$ cat config.mk
export PLATFORM = sky130hd
export DESIGN_NAME = vga_image_writer
export DESIGN_NICKNAME = d
export VERILOG_FILES = /design/src/rtl/vga_image_writer.sv
export SDC_FILE = /design/constraint.sdc
export NUM_CORES = 1
export LEC_CHECK = 0
export CAP_MARGIN = 5
export CORE_MARGIN = 2
export CORE_UTILIZATION = 55
export CTS_CLUSTER_SIZE = 30
export DETAILED_ROUTE_END_ITERATION = 8
export DONT_BUFFER_PORTS = 1
export PLACE_DENSITY = 0.7
export SETUP_SLACK_MARGIN = 0.02
export SLEW_MARGIN = 20
export SYNTH_ARGS = -nofsm -noshare
export SYNTH_HDL_FRONTEND = slang
export SYNTH_SLANG_ARGS = --single-unit
$ cat constraint.sdc
create_clock -name clk -period 2.8 [get_ports clk]
set_input_delay 0.42 -clock clk [delete_from_list [all_inputs] [get_ports clk]]
set_output_delay 0.42 -clock clk [all_outputs]
set_load 0.01 [all_outputs]
$ cat src/rtl/vga_image_writer.sv
// Command FIFO plus write engine that turns pixel/span commands into single-cycle
// image RAM write strobes on the image_word bus, with an optional idle gap after each write.
module vga_image_writer #(
  parameter int FIFO_DEPTH = 4,
  parameter int WRITE_GAP  = 0
) (
  input  logic        clk,
  input  logic        reset_n,
  input  logic        cmd_valid,
  output logic        cmd_ready,
  input  logic        cmd_op,
  input  logic [14:0] cmd_addr,
  input  logic [14:0] cmd_len,
  input  logic [7:0]  cmd_color,
  output logic [31:0] image_word,
  output logic        busy,
  output logic        done
);

  localparam int AW = (FIFO_DEPTH > 1) ? $clog2(FIFO_DEPTH) : 1;
  localparam int CW = AW + 1;

  typedef struct packed {
    logic [14:0] addr;
    logic [14:0] rem;
    logic [7:0]  color;
  } cmd_t;

  typedef enum logic [1:0] {IDLE, WRITE, GAP} state_t;

  cmd_t           mem_q [FIFO_DEPTH];
  cmd_t           head;
  logic [AW-1:0]  wr_ptr_q, rd_ptr_q;
  logic [CW-1:0]  count_q;
  state_t         state_q;
  logic [14:0]    addr_q, rem_q;
  logic [7:0]     color_q;
  logic [3:0]     gcnt_q;
  logic [31:0]    word_q;
  logic           busy_q, done_q;
  logic           push, pop;

  assign cmd_ready  = (count_q != CW'(FIFO_DEPTH));
  assign push       = cmd_valid & cmd_ready;
  assign pop        = (state_q == IDLE) && (count_q != '0);
  assign head       = mem_q[rd_ptr_q];
  assign image_word = word_q;
  assign busy       = busy_q;
  assign done       = done_q;

  // The pixel count is resolved at push time so the engine only sees "remaining".
  always_ff @(posedge clk) begin
    if (push) mem_q[wr_ptr_q] <= '{addr: cmd_addr, rem: (cmd_op ? cmd_len : 15'd1), color: cmd_color};
  end

  always_ff @(posedge clk or negedge reset_n) begin
    if (!reset_n) begin
      wr_ptr_q <= '0;
      rd_ptr_q <= '0;
      count_q  <= '0;
      state_q  <= IDLE;
      addr_q   <= '0;
      rem_q    <= '0;
      color_q  <= '0;
      gcnt_q   <= '0;
      word_q   <= '0;
      busy_q   <= 1'b0;
      done_q   <= 1'b0;
    end else begin
      if (push) wr_ptr_q <= wr_ptr_q + 1'b1;
      if (pop)  rd_ptr_q <= rd_ptr_q + 1'b1;
      case ({push, pop})
        2'b10:   count_q <= count_q + 1'b1;
        2'b01:   count_q <= count_q - 1'b1;
        default: count_q <= count_q;
      endcase

      busy_q <= (count_q != '0) || (state_q != IDLE);
      done_q <= 1'b0;
      word_q <= '0;

      case (state_q)
        IDLE: begin
          if (pop) begin
            addr_q  <= head.addr;
            rem_q   <= head.rem;
            color_q <= head.color;
            if (head.rem == '0) done_q  <= 1'b1;
            else                state_q <= WRITE;
          end
        end
        WRITE: begin
          word_q <= {8'h00, 1'b1, color_q, addr_q};
          addr_q <= addr_q + 15'd1;
          rem_q  <= rem_q - 15'd1;
          if (rem_q == 15'd1) done_q <= 1'b1;
          if (WRITE_GAP != 0) begin
            state_q <= GAP;
            gcnt_q  <= 4'(WRITE_GAP - 1);
          end else if (rem_q == 15'd1) begin
            state_q <= IDLE;
          end
        end
        GAP: begin
          if (gcnt_q == '0) state_q <= (rem_q != '0) ? WRITE : IDLE;
          else              gcnt_q  <= gcnt_q - 4'd1;
        end
        default: state_q <= IDLE;
      endcase
    end
  end

endmodule

==> impl_metrics.yaml <==
outcome:
  status: "finished clean"
routing:
  avgViaCountPerCell: 5.71
  wl_mm: 17.4
  drt_iter0_markers: 463
  drc: 0
  vias: 4895
  antenna_left: 0
  wl_per_cell_um: 20.3
  drtPass1Iterations: 8
place:
  hpwl_mm: 11.2
  dp.cells: 783
  dpl-instance-area_sq_um: 9310
  place.gp.congestion: 0.822
  port_buffers: 0
grt:
  grt_max_degree: 73
  grt_pass1_vias: 5156
  grt_usage_pct: 20.7
  overflow: 0
  grt_pass1_wl_mm: 28.1
  antenna_found_initial: 1
setup_path:
  worstSetupPathType: "reg2reg"
  reg2reg_to: "count_q[2]"
  critPathSlowestCell: "dfrtp_1"
  endpoint: "count_q[2]"
  rr_startpoint: "count_q[0]"
  rrSetupSlack_ns: 0.56
  crit_fanout: 6
  start_kind: "register"
  cp.depth: 10
  crit_chain: "inv_1 -> nand3_1 -> and2_1 -> inv_1 -> ha_1 -> inv_1 -> fa_1 -> xor2_1 -> nor2_1 -> xor2_1"
  crit_top_cell: "inv_1"
  crit_required_ns: 3.24
  path_buf_inv: 3
  rr_worst_depth: 10
  critical-path-top-delay-family: "simple AND/OR/NAND/NOR gates"
  end_kind: "register"
  worstPathArrival_ns: 2.68
  crit_start: "count_q[0]"
  max_stage_delay_ns: 0.41
clock_tree:
  root_buffer: "clkbuf_16"
  cts_made_buffers: 24
  worstSkewPairLatency_ns: 0.52
  h-tree-depth: 1
  path_clk_slew_ns: 0.06
  clockBufferDepth: 3
  clock-sinks: 224
  cts_resized: 0
  tritoncts: "built"
floorplanning:
  rows: 46
  io_pins: 77
  start_util_pct: 56.5
  fp.dieH_um: 132
  die-area_sq_um: 17400
  core-area_sq_um: 15900
  fp.dieW_um: 132
timing:
  post-route-min-period_ns: 2.24
  slew_violations: 0
  setup_tns_ns: 0
  worst_slew_pin_slew_ns: 0.830
  timing.hold.ws_ns: 0.203
  hold_viol_final: 0
  fmax_mhz: 446
  clock_skew_ns: 0.0237
  rsz0062_at_grt: "false"
  post-route-period-util_pct: 80.1
  setup_viol: 0
  maxSlewHeadroom_pct: 44.2
finish:
  seqCellArea_sq_um: 6370
  final_cell_mix: "edfxtp_1, dfrtp_1, nand2_1"
  drive_above_1_share_pct: 16.4
  area_delta_synth_final_pct: 15.6
  fillers: 1124
  fin_nets: 673
  fin_area_sq_um: 10400
  multi_input_comb_area_sq_um: 2440
  fin_util_pct: 65.3
  layout.cells.non_filler: 857
  layout_commonest_cell: "edfxtp_1"
synth:
  synth_area_sq_um: 9010
  async_flop_share_pct: 32.1
  yosys_warnings: 0
  synth_area_per_cell_sq_um: 15.8
  syn_inst: 570
  synth_edf_count: 152
  ys_ff_latch: 224
  synth_cell_type_count: 45
  yosysSeqAreaShare_pct: 70.7
  synth_flop_cell: "edfxtp_1"
power_and_ir_drop:
  p_leak_nw: 3.85
  power_density_nw_per_um2: 793
  ir_drop_mv: 0.528
hold_path:
  min_path_type: "in2reg"
job:
  maxCapViolations: 0
==> flip-flops by register name (all words and copies together), names as in the netlist <==
signal	cells
mem_q	152
image_word	24
addr_q	15
rem_q	15
color_q	8
count_q	3
rd_ptr_q	2
wr_ptr_q	2
busy	1
done	1
state_q	1
==> worst reg2reg max path, stage by stage, from the launching register on <==
cell and delay [ns]:
dfrtp_1 0.41, inv_1 0.12, nand3_1 0.25, and2_1 0.30, inv_1 0.07, ha_1 0.18, inv_1 0.06, fa_1 0.38
xor2_1 0.15, nor2_1 0.11, xor2_1 0.15
==> worst min path at each step <==
stage	startpoint	endpoint	cells past startpoint
finish	cmd_op	mem_q[3][16]	1
global route	cmd_op	mem_q[2][15]	1
CTS	cmd_color[7]	mem_q[3][7]	0
detailed placement	reset_n	rem_q[13]	0
global placement	reset_n	rem_q[13]	0
floorplan	reset_n	addr_q[0]	0
==> metal layers <==
layer / part of all wire (%) / up-vias / global-route usage, % / routed length (um)
li1: - / 2238 / - / -
met1: 40 / 2483 / 27.0 / 7040
met2: 51 / 153 / 35.5 / 8920
met3: 6.6 / 21 / 4.58 / 1150
met4: 1.8 / 0 / 5.56 / 305
met5: 0 / - / 0 / 0
==> kinds of logic (layout without fill, tap and decap cells) <==
| kind of cell | count (synthesis) | count (layout) | share of synthesized area, % |
|---|---|---|---|
| AO/OA/AOI/OAI | 55 | 55 | 3.81 |
| XOR/XNOR | 15 | 15 | 1.46 |
| adder cells (fa/ha/maj) | 9 | 9 | 1.33 |
| buffers and inverters | 50 | 113 | 2.58 |
| flip-flops | 224 | 224 | 70.7 |
| multiplexers | 43 | 43 | 10.1 |
| other | 1 | 9 | 0.0416 |
| AND/OR/NAND/NOR | 173 | 173 | 10.0 |
==> through the flow <==
step	total power (W)	setup slack (ns)
3_3_place_gp	0.00508	0.628
3_5_place_dp	0.00513	0.564
4_1_cts	0.00832	0.553
2_1_floorplan	0.00481	0.617
5_1_grt	0.00857	0.349
6_report	0.00825	0.558
==> repair_timing <==
action / in CTS / in global routing
endpoints found under the hold margin: 151 / 13
setup buffers: 0 / 0
hold buffers: 24 / 5
==> synthesized netlist by cell type (3+ instances only) <==
cell      count  share of area (%)
inv_1        17               0.71
a31oi_1       4               0.28
a211oi_1      7               0.58
nor4_1        9               0.63
dfrtp_1      72                 20
and4_1        4               0.39
o22ai_1       6               0.42
clkbuf_1     17               0.71
a311oi_1      5               0.49
xor2_1        6               0.58
ha_1          8                1.1
or3_1         3               0.21
a21oi_1      18                1.0
nand2_1      58                2.4
nor3_1        8               0.44
o21ai_0       9               0.50
and2_1       35                2.4
nand3_1       7               0.39
mux2i_1       4               0.44
buf_4         9               0.75
edfxtp_1    152                 51
nand4_1       3               0.21
mux4_2       38                9.5
and3_1       20                1.4
buf_2         3               0.17
nor2_1       17               0.71
xnor2_1       9               0.88
==> layout make-up <==
cell class              count  share of cell area [%]
flip-flops and latches    224                    61.2
multi-input cells         303                    23.4
clock buffers              28                    6.12
repair buffers             51                    4.54
well taps                 216                    2.60
clock inverters            16                    1.45
inverters                  18                   0.649
diodes                      1                  0.0240
==> where the power goes <==
| group | switching, W | internal (W) |
|---|---|---|
| registers | 0.000127 | 0.00408 |
| clock network | 0.00123 | 0.00190 |
| logic | 0.000582 | 0.000336 |
| total | 0.00194 | 0.00631 |
(Power assumes the default switching activity.)
